### src/rtl/can_bit_timing_rx_pkg.sv
// Shared types and constants for the CAN receive bit-timing block.
package can_bit_timing_rx_pkg;

  typedef enum logic [1:0] {
    StIdle,
    StSync,
    StTseg1,
    StTseg2
  } state_e;

  localparam logic Recessive = 1'b1;
  localparam logic Dominant = 1'b0;
  localparam int unsigned IdleNDefault = 11;

  function automatic int umin(input int a, input int b);
    return (a < b) ? a : b;
  endfunction

endpackage

### src/rtl/can_bit_timing_rx_sync.sv
// Two-flop synchroniser for the raw bus line plus recessive-to-dominant edge detect.
module can_bit_timing_rx_sync
  import can_bit_timing_rx_pkg::*;
(
  input  logic clk50Mhz,
  input  logic rst,
  input  logic canRx,
  output logic rx_sync,
  output logic rx_edge
);

  logic meta;
  logic rx_prev;

  always_ff @(posedge clk50Mhz) begin
    if (rst) begin
      meta    <= Recessive;
      rx_sync <= Recessive;
      rx_prev <= Recessive;
    end else begin
      meta    <= canRx;
      rx_sync <= meta;
      rx_prev <= rx_sync;
    end
  end

  assign rx_edge = rx_prev & ~rx_sync;

endmodule

### src/rtl/can_bit_timing_rx.sv
// CAN receive bit-timing recovery: tq prescaler, SYNC/TSEG1/TSEG2 sequencer with hard sync,
// SJW-limited resync and bus-idle detection.
module can_bit_timing_rx
  import can_bit_timing_rx_pkg::*;
#(
  parameter int unsigned BRP_W  = 8,
  parameter int unsigned SEG_W  = 4,
  parameter int unsigned IDLE_N = IdleNDefault
) (
  input  logic             clk50Mhz,
  input  logic             rst,
  input  logic             enable,
  input  logic             canRx,
  input  logic [BRP_W-1:0] brp,
  input  logic [SEG_W-1:0] tseg1,
  input  logic [SEG_W-1:0] tseg2,
  input  logic [SEG_W-1:0] sjw,
  output logic             sampleStrobe,
  output logic             rxBit,
  output logic             bitStart,
  output logic             synced
);

  // TSEG1 can be extended past 15 tq, so the tq index needs one extra bit.
  localparam int unsigned QW = SEG_W + 1;
  localparam int unsigned IW = $clog2(IDLE_N + 1);

  state_e           state;
  logic             rx_sync;
  logic             rx_edge;
  logic [BRP_W-1:0] pre_cnt;
  logic [BRP_W-1:0] brp_l;
  logic [SEG_W-1:0] tseg1_l;
  logic [SEG_W-1:0] tseg2_l;
  logic [SEG_W-1:0] sjw_l;
  logic [SEG_W-1:0] ext;
  logic [SEG_W-1:0] shrink;
  logic [SEG_W-1:0] ext_new;
  logic [SEG_W-1:0] shrink_new;
  logic [QW-1:0]    q;
  logic [IW-1:0]    idle_cnt;
  logic             resynced;
  logic             tq_tick;
  logic             can_resync;
  logic             early;
  logic             seg1_end;
  logic             seg2_end;
  logic             go_sync;
  logic             bus_idle;

  can_bit_timing_rx_sync u_sync (
    .clk50Mhz (clk50Mhz),
    .rst      (rst),
    .canRx    (canRx),
    .rx_sync  (rx_sync),
    .rx_edge  (rx_edge)
  );

  always_comb begin
    tq_tick    = (pre_cnt == brp_l - BRP_W'(1));
    can_resync = rx_edge && !resynced && (rxBit == Recessive);
    ext_new    = ext;
    shrink_new = shrink;
    early      = 1'b0;
    // Edge evaluation uses the current (pre-tick) q even when a tick lands in the same clock.
    if (state == StTseg1 && can_resync) begin
      ext_new = SEG_W'(umin(int'(q) + 1, int'(sjw_l)));
    end else if (state == StTseg2 && can_resync) begin
      if (QW'(tseg2_l) - q <= QW'(sjw_l)) begin
        early = 1'b1;
      end else begin
        shrink_new = sjw_l;
      end
    end
    seg1_end = (state == StTseg1) && tq_tick &&
               (q == QW'(tseg1_l) + QW'(ext_new) - QW'(1));
    seg2_end = (state == StTseg2) && tq_tick &&
               (q == QW'(tseg2_l) - QW'(shrink_new) - QW'(1));
    go_sync  = ((state == StIdle) && rx_edge) || early || seg2_end;
    bus_idle = seg1_end && (rx_sync == Recessive) && (idle_cnt == IW'(IDLE_N - 1));
  end

  always_ff @(posedge clk50Mhz) begin
    if (rst || !enable) begin
      state        <= StIdle;
      pre_cnt      <= '0;
      q            <= '0;
      ext          <= '0;
      shrink       <= '0;
      resynced     <= 1'b0;
      idle_cnt     <= '0;
      brp_l        <= '0;
      tseg1_l      <= '0;
      tseg2_l      <= '0;
      sjw_l        <= '0;
      sampleStrobe <= 1'b0;
      bitStart     <= 1'b0;
      synced       <= 1'b0;
      rxBit        <= Recessive;
    end else begin
      sampleStrobe <= 1'b0;
      bitStart     <= 1'b0;
      pre_cnt      <= tq_tick ? '0 : pre_cnt + BRP_W'(1);
      if (can_resync && (state == StTseg1 || state == StTseg2)) begin
        resynced <= 1'b1;
        ext      <= ext_new;
        shrink   <= shrink_new;
        pre_cnt  <= '0;
      end
      unique case (state)
        StIdle: pre_cnt <= '0;
        StSync: begin
          if (tq_tick) begin
            state <= StTseg1;
            q     <= '0;
          end
        end
        StTseg1: begin
          if (seg1_end) begin
            sampleStrobe <= 1'b1;
            rxBit        <= rx_sync;
            state        <= StTseg2;
            q            <= '0;
            idle_cnt     <= (rx_sync == Recessive) ? idle_cnt + IW'(1) : '0;
          end else if (tq_tick) begin
            q <= q + QW'(1);
          end
        end
        StTseg2: begin
          if (tq_tick) begin
            q <= q + QW'(1);
          end
        end
        default: ;
      endcase
      // Configuration is only captured at bit boundaries so mid-bit writes never tear a bit.
      if (go_sync) begin
        state    <= StSync;
        bitStart <= 1'b1;
        synced   <= 1'b1;
        pre_cnt  <= '0;
        q        <= '0;
        ext      <= '0;
        shrink   <= '0;
        resynced <= 1'b0;
        brp_l    <= (brp == '0) ? BRP_W'(1) : brp;
        tseg1_l  <= tseg1;
        tseg2_l  <= tseg2;
        sjw_l    <= sjw;
      end
      if (bus_idle) begin
        state    <= StIdle;
        synced   <= 1'b0;
        idle_cnt <= '0;
      end
    end
  end

endmodule

### config.mk
export PLATFORM = sky130hd
export DESIGN_NAME = can_bit_timing_rx
export DESIGN_NICKNAME = d
export VERILOG_FILES = /design/src/rtl/can_bit_timing_rx_pkg.sv /design/src/rtl/can_bit_timing_rx_sync.sv /design/src/rtl/can_bit_timing_rx.sv
export SDC_FILE = /design/constraint.sdc
export NUM_CORES = 1
export LEC_CHECK = 0
export CORE_MARGIN = 2
export CORE_UTILIZATION = 35
export DETAILED_ROUTE_END_ITERATION = 12
export HOLD_SLACK_MARGIN = 0.15
export PLACE_DENSITY_LB_ADDON = 0.1
export SETUP_SLACK_MARGIN = 0.5
export SLEW_MARGIN = 20
export SYNTH_ARGS = -nofsm -noshare
export SYNTH_HDL_FRONTEND = slang
export SYNTH_HIERARCHICAL = 1
export SYNTH_SLANG_ARGS = --single-unit
export TNS_END_PERCENT = 5
### constraint.sdc
create_clock -name clk50Mhz -period 11.8 [get_ports clk50Mhz]
set_input_delay 2.36 -clock clk50Mhz [delete_from_list [all_inputs] [get_ports clk50Mhz]]
set_output_delay 2.36 -clock clk50Mhz [all_outputs]
set_load 0.05 [all_outputs]
==> flow_summary.yaml, run 1 <==
outcome:
  status: "completed"
setup_path:
  crit_fanout: 10
  cp_data_required_time_ps: 11990
  crit_arrival_ps: 5500
  critPathLaunchType: "flip-flop"
  cp-end-kind: "flip-flop"
  critical_path_class: "reg2reg"
cts:
  clock_latency_ps: 300
  root_buffer: "clkbuf_8"
  path_clk_slew_ps: 100
  cts_hold_buf: 0
  cts-buffers-inserted: 5
  clockBufferDepth: 2
  htreeDepth: 2
  cts.repair.resized: 0
  cts_tree: "built"
  cts_num_sinks: 55
  post_cts_buffers: 0
routing:
  dr.pass1.iters: 4
  wl_per_cell_um: 14.9
  drt_wl_total_mm: 7.74
  drt_iter0_markers: 105
  avgViaCountPerCell: 5.12
  drtAntennaViolNets: 0
  drc: 0
  vias: 2654
run:
  drv_cap: 0
floorplan:
  die-area_sq_mm: 0.0103
  row_count: 35
  io_pins: 28
  die_h_um: 101
  die_w_um: 101
  core_area_sq_mm: 0.00920
  initial_core_util_pct: 36.1
yosys:
  ys_seq_elements: 55
  ys_warn_count: 6
  syn_nets: 443
  synth_edf_count: 0
  synth_top_cell_area_share_pct: 33.2
  synthCells: 389
  synth_cell_type_count: 51
  synth.avg_cell_area_sq_um: 8.53
  async_flop_share_pct: 0
  synth_top_flop_cell: "dfxtp_1"
  yosys-top-cells-area: "dfxtp_1, ha_1, xnor2_1"
  synth_top_area_cell: "dfxtp_1"
  syn-cell-area_sq_mm: 0.00332
  synth_seq_area_share_pct: 33.2
power_and_ir_drop:
  clock_power_share_pct: 32.2
  p_comb_share_pct: 9.1
  switching_share_pct: 24.4
  leakage_uw: 0.00129
  finalPower_uw: 322
  switching_power_uw: 78.5
  seqPwrFrac_pct: 58.7
  power_density_mw_per_mm2: 86.0
  p_int_uw: 244
  peakVddDrop_v: 0.0000446
placement:
  placedInstanceArea_sq_mm: 0.00366
  port_buffers: 27
  gp_congestion: 0.876
  dpl.cell_count: 510
  post-dp-hpwl_mm: 5.83
global_routing:
  antenna_found_initial: 0
  grt_max_degree: 24
  grt_first_pass_wirelength_mm: 13.2
  overflow: 0
  first_global_vias: 2647
  grt_usage_pct: 16.2
finish:
  fin_cells: 518
  drive_gt1_share_pct: 4.67
  fin_util_pct: 40.7
  areaGrowthSynthToFinish_pct: 12.9
  antenna_cells: 0
  nets: 460
  fin_area_sq_mm: 0.00375
hold_path:
  holdCritPathClass: "reg2reg"
sta:
  setup_tns_ps: 0
  fin_crit_sh_pct: 45.0
  maxSlewViolCount: 0
  fmax_mhz: 188
  period_needed_ps: 5320
  worstMarginPinSlew_ps: 908
  finalClockSkew_ps: 7.04
  rsz0062_at_grt: "false"
  finalHoldViolCount: 0
  setup-violations-final: 0
  slew_headroom_pct: 39.5
-- power groups by stage --
stage                     clock, uW  combinational [uW]  sequential (uW)
final                           104                29.4              189
after detailed placement          0                29.3              193
after floorplan                   0                16.8              193
after global placement            0                29.3              193
after global routing            117                32.8              189
after CTS                       108                29.6              189
-- stage by stage --
stage               worst slack [ps]  hold slack (ps)
global route                    5980              443
finish                          6480              414
CTS                             6410              419
global placement                6440              387
floorplan                       7170              383
detailed placement              6460              393
-- layout by cell type (no fill, tap or decap), drive strengths merged, types with 4 or more instances in the layout --
cell	count
a21oi	39
mux2i	13
ha	27
inv	29
or2	4
xor2	13
xnor2	23
nor3	11
nand2	6
nand3b	4
o21ai	31
nand3	37
dfxtp	55
nor2b	4
clkbuf	6
a211oi	4
a21o	4
clkdlybuf4s50	27
nor2	26
-- routing by layer --
metal | wire [um] | global-route usage, %
met4 | 100 | 3.85
met3 | 254 | 2.62
met2 | 3480 | 26.7
met5 | 0 | 0
met1 | 3910 | 22.3
-- final timing paths --
kind | from | endpoint | slack (ps) | cells past startpoint
worst max-delay path | q[0] | idle_cnt[2] | 6480 | 19
worst min-delay path | u_sync/meta | u_sync/rx_sync | 410 | 1
worst max register to register | q[0] | idle_cnt[2] | 6480 | 19
worst min register to register | u_sync/meta | u_sync/rx_sync | 410 | 1
-- logic make-up (layout without fill, tap and decap cells) --
logic type	count (synthesis)	count (layout)	share of synthesized area, %
AND/OR/NAND/NOR	110	110	16.9
flip-flops	55	55	33.2
adder cells (fa/ha/maj)	30	30	12.0
XOR/XNOR	36	36	9.51
AO/OA/AOI/OAI	94	94	17.7
multiplexers	16	16	4.94
buffers and inverters	48	66	5.70
-- synthesized netlist by cell type (2+ instances only) --
cell	instances
or3_1	2
and2_1	2
nor2b_1	4
nor4_1	3
or2_1	4
inv_1	29
nor3b_1	2
buf_2	4
dfxtp_1	55
nor3_1	10
xnor2_1	23
xor2_1	13
clkbuf_1	14
a211oi_1	3
nor2_1	26
o21ai_0	24
nand4_1	3
a21oi_1	38
mux2_2	3
nand3_1	37
fa_1	3
nand2b_1	3
a21o_1	4
mux2i_1	13
nand3b_1	4
nand2_1	6
a31oi_1	2
ha_1	27
o21ai_1	6
-- area by class of cell --
class | instances | area, sq um
timing repair buffer | 29 | 285
clock buffer | 6 | 72.6
fill | 954 | 5450
multi-input combinational | 286 | 2030
clock inverter | 2 | 12.5
inverter | 29 | 109
sequential | 55 | 1100
tap | 111 | 139
-- state kept, by name, indices dropped and copies added, names as in the netlist --
name and flops:
u_sync/rx_sync 1, sampleStrobe 1, tseg1_l 4, rxBit 1, sjw_l 4, shrink 4, ext 4, tseg2_l 4
u_sync/meta 1, state 2, u_sync/rx_prev 1, bitStart 1, q 5, pre_cnt 8, brp_l 8, idle_cnt 4
synced 1, resynced 1
-- worst max-delay path: stages, from the launching register on --
cell      delay (ps)
dfxtp_1          550
ha_1             310
xor2_1           270
ha_1             280
o21ai_0           70
nand2b_1          80
a211oi_1         570
mux2_2           410
mux2i_1          220
ha_1             280
inv_1             60
ha_1             180
fa_1             430
xnor2_1          150
nand3b_1          90
nor3_1           150
nand3_1          290
a211oi_4         490
mux2i_1          240
a21oi_1           80
No activity file was read; power rests on OpenSTA's default activity.
==> inputs of run 2 (changes only) <==
- clock period: 11.8 -> 5.4 ns (I/O delays scaled with it)
==> run 2 against run 1 <==
  * Cell count grew 2.7%
  * Hold slack gained 1.7 ps
  * Power grew 140%
  * Largest cell class unchanged
  * Non-clock buffer count grew 14
  * Via count grew 4.7%
  * Cell area grew 5.0%
  * Critical path type unchanged
  * Die area is the same
  * Largest power group unchanged
  * Global-route usage grew 0.52 points
  * First-iteration DRC count shrank 33%
  * Combinational power grew 140%
==> flow_summary.yaml, run 2 (synthesized netlist as in run 1, its figures left out) <==
setup_path:
  crit_fanout: 7
  crit_chain: "buf_4 > ha_2 > ha_1 > a21boi_1 > o21ai_0 > nand2b_1 > a211oi_4 > mux2_2 > mux2i_1 > ha_1 > inv_1 > ha_1 > fa_1 > xnor2_1 > nand3b_1 > nor3_2 > nand3_2 > a211oi_4 > buf_4 > mux2i_1 > a21oi_1"
  cp-end-kind: "flip-flop"
  critical_path_class: "reg2reg"
  r2r_setup_slack_ps: 800
  crit_arrival_ps: 4780
  cp_common_cell: "ha_1"
  slowest_delay_ps: 430
  cp_data_required_time_ps: 5590
  rr_worst_depth: 21
  r2r_start: "q[1]"
  critPathLaunchType: "flip-flop"
  r2r-end: "idle_cnt[2]"
  crit_slowest_cell: "fa_1"
global_routing:
  grt_usage_pct: 16.7
  overflow: 0
  first_global_vias: 2673
  grt_first_pass_wirelength_mm: 13.7
  antenna_found_initial: 0
  grt_max_degree: 24
routing:
  dr.pass1.iters: 4
  drt_wl_total_mm: 8.16
  drtAntennaViolNets: 0
  drc: 0
  wl_per_cell_um: 15.3
  avgViaCountPerCell: 5.23
  vias: 2780
  drt_iter0_markers: 70
sta:
  rsz0062_at_grt: "true"
  slew_headroom_pct: 36.5
  finalClockSkew_ps: 8.12
  fin_hold_ws_ps: 416
  fin_crit_sh_pct: 85.1
  worstMarginPinSlew_ps: 952
  setup_tns_ps: 0
  fmax_mhz: 218
  setup-violations-final: 0
  setup_slack_ps: 805
  period_needed_ps: 4600
  finalHoldViolCount: 0
  maxSlewViolCount: 0
finish:
  nets: 474
  largestRegisters: "brp_l: 8 flops, pre_cnt: 8 flops, q: 5 flops"
  layout_commonest_cell: "dfxtp_1"
  antenna_cells: 0
  areaGrowthSynthToFinish_pct: 18.6
  drive_gt1_share_pct: 9.50
  fin_util_pct: 42.8
  final_cell_mix: "dfxtp_1, a21oi_1, nand3_1, inv_1, clkdlybuf4s50_1"
  fin_area_sq_mm: 0.00393
cts:
  htreeDepth: 2
  cts_num_sinks: 55
  cts_hold_buf: 0
  clock_latency_ps: 310
  clockBufferDepth: 2
  path_clk_slew_ps: 100
  root_buffer: "clkbuf_8"
  cts-buffers-inserted: 5
  cts_tree: "built"
hold_path:
  hold_depth: 1
  min_to: "u_sync/rx_sync"
  min_from: "u_sync/meta"
  holdCritPathClass: "reg2reg"
floorplan:
  io_pins: 28
  die_h_um: 101
  initial_core_util_pct: 36.1
  die-area_sq_mm: 0.0103
  core_area_sq_mm: 0.00920
  die_w_um: 101
  row_count: 35
placement:
  port_buffers: 27
  gp_congestion: 0.817
  post-place-ws_ps: 225
  placedInstanceArea_sq_mm: 0.00372
  post-dp-hpwl_mm: 6.15
power_and_ir_drop:
  p_int_uw: 595
  power_density_mw_per_mm2: 196
  leakage_uw: 0.00141
  clock_power_share_pct: 37.4
  switching_power_uw: 176
  switching_share_pct: 22.8
  p_comb_share_pct: 9.0
  seqPwrFrac_pct: 53.6
  peakVddDrop_v: 0.000109
outcome:
  status: "completed"
run:
  drv_cap: 0
## run 2: critical path: cells and delay by family, from the launching register on
kind                       cells  cell delay (ps)
AOI/OAI and AO/OA              5              820
xor gates and xnor gates       1              150
adders and majority gates      5             1460
buffers and inverters          3              430
DFF                            1              360
muxes                          3              750
and+or+nand+nor                4              510
## run 2: stage by stage
stage | std cells | power, uW
global placement | 518 | 489
detailed placement | 518 | 489
global route | 532 | 804
finish | 532 | 771
floorplan | 389 | 458
CTS | 527 | 778
## run 2: cell type report
cell class                      instances  area, sq um
Fill cell                             938         5260
Inverter                               29          109
Multi-Input combinational cell        286         2080
Timing Repair Buffer                   43          390
Tap cell                              111          139
Sequential cell                        55         1100
Clock inverter                          2         35.0
Clock buffer                            6         82.6
## run 2: worst max-delay path by stage
stage / startpoint / slack [ps] / endpoint
floorplan: q[1] / 770 / idle_cnt[2]
global placement: q[1] / 250 / idle_cnt[2]
detailed placement: q[0] / 230 / idle_cnt[2]
CTS: q[1] / 560 / idle_cnt[2]
global route: q[1] / 390 / idle_cnt[2]
finish: q[1] / 800 / idle_cnt[2]
## run 2: power by group through the flow
stage / Sequential (uW) / Combinational [uW] / Clock (uW)
global route: 414 / 76.9 / 313
global placement: 423 / 66.9 / 0
finish: 413 / 69.8 / 288
CTS: 413 / 67.8 / 297
detailed placement: 422 / 66.9 / 0
floorplan: 422 / 36.7 / 0
## run 2: what timing repair did
item,in CTS,in global routing
pin swaps,1,3
setup endpoints to repair,13,39
buffers inserted,1,5
gates resized for setup,2,7
## run 2: routing by layer
layer	vias up	global-route usage, %	wire (um)
met4	0	3.33	66
met3	6	2.62	277
met2	49	27.6	3720
met1	1306	23.2	4090
li1	1419	-	-
met5	-	0	0
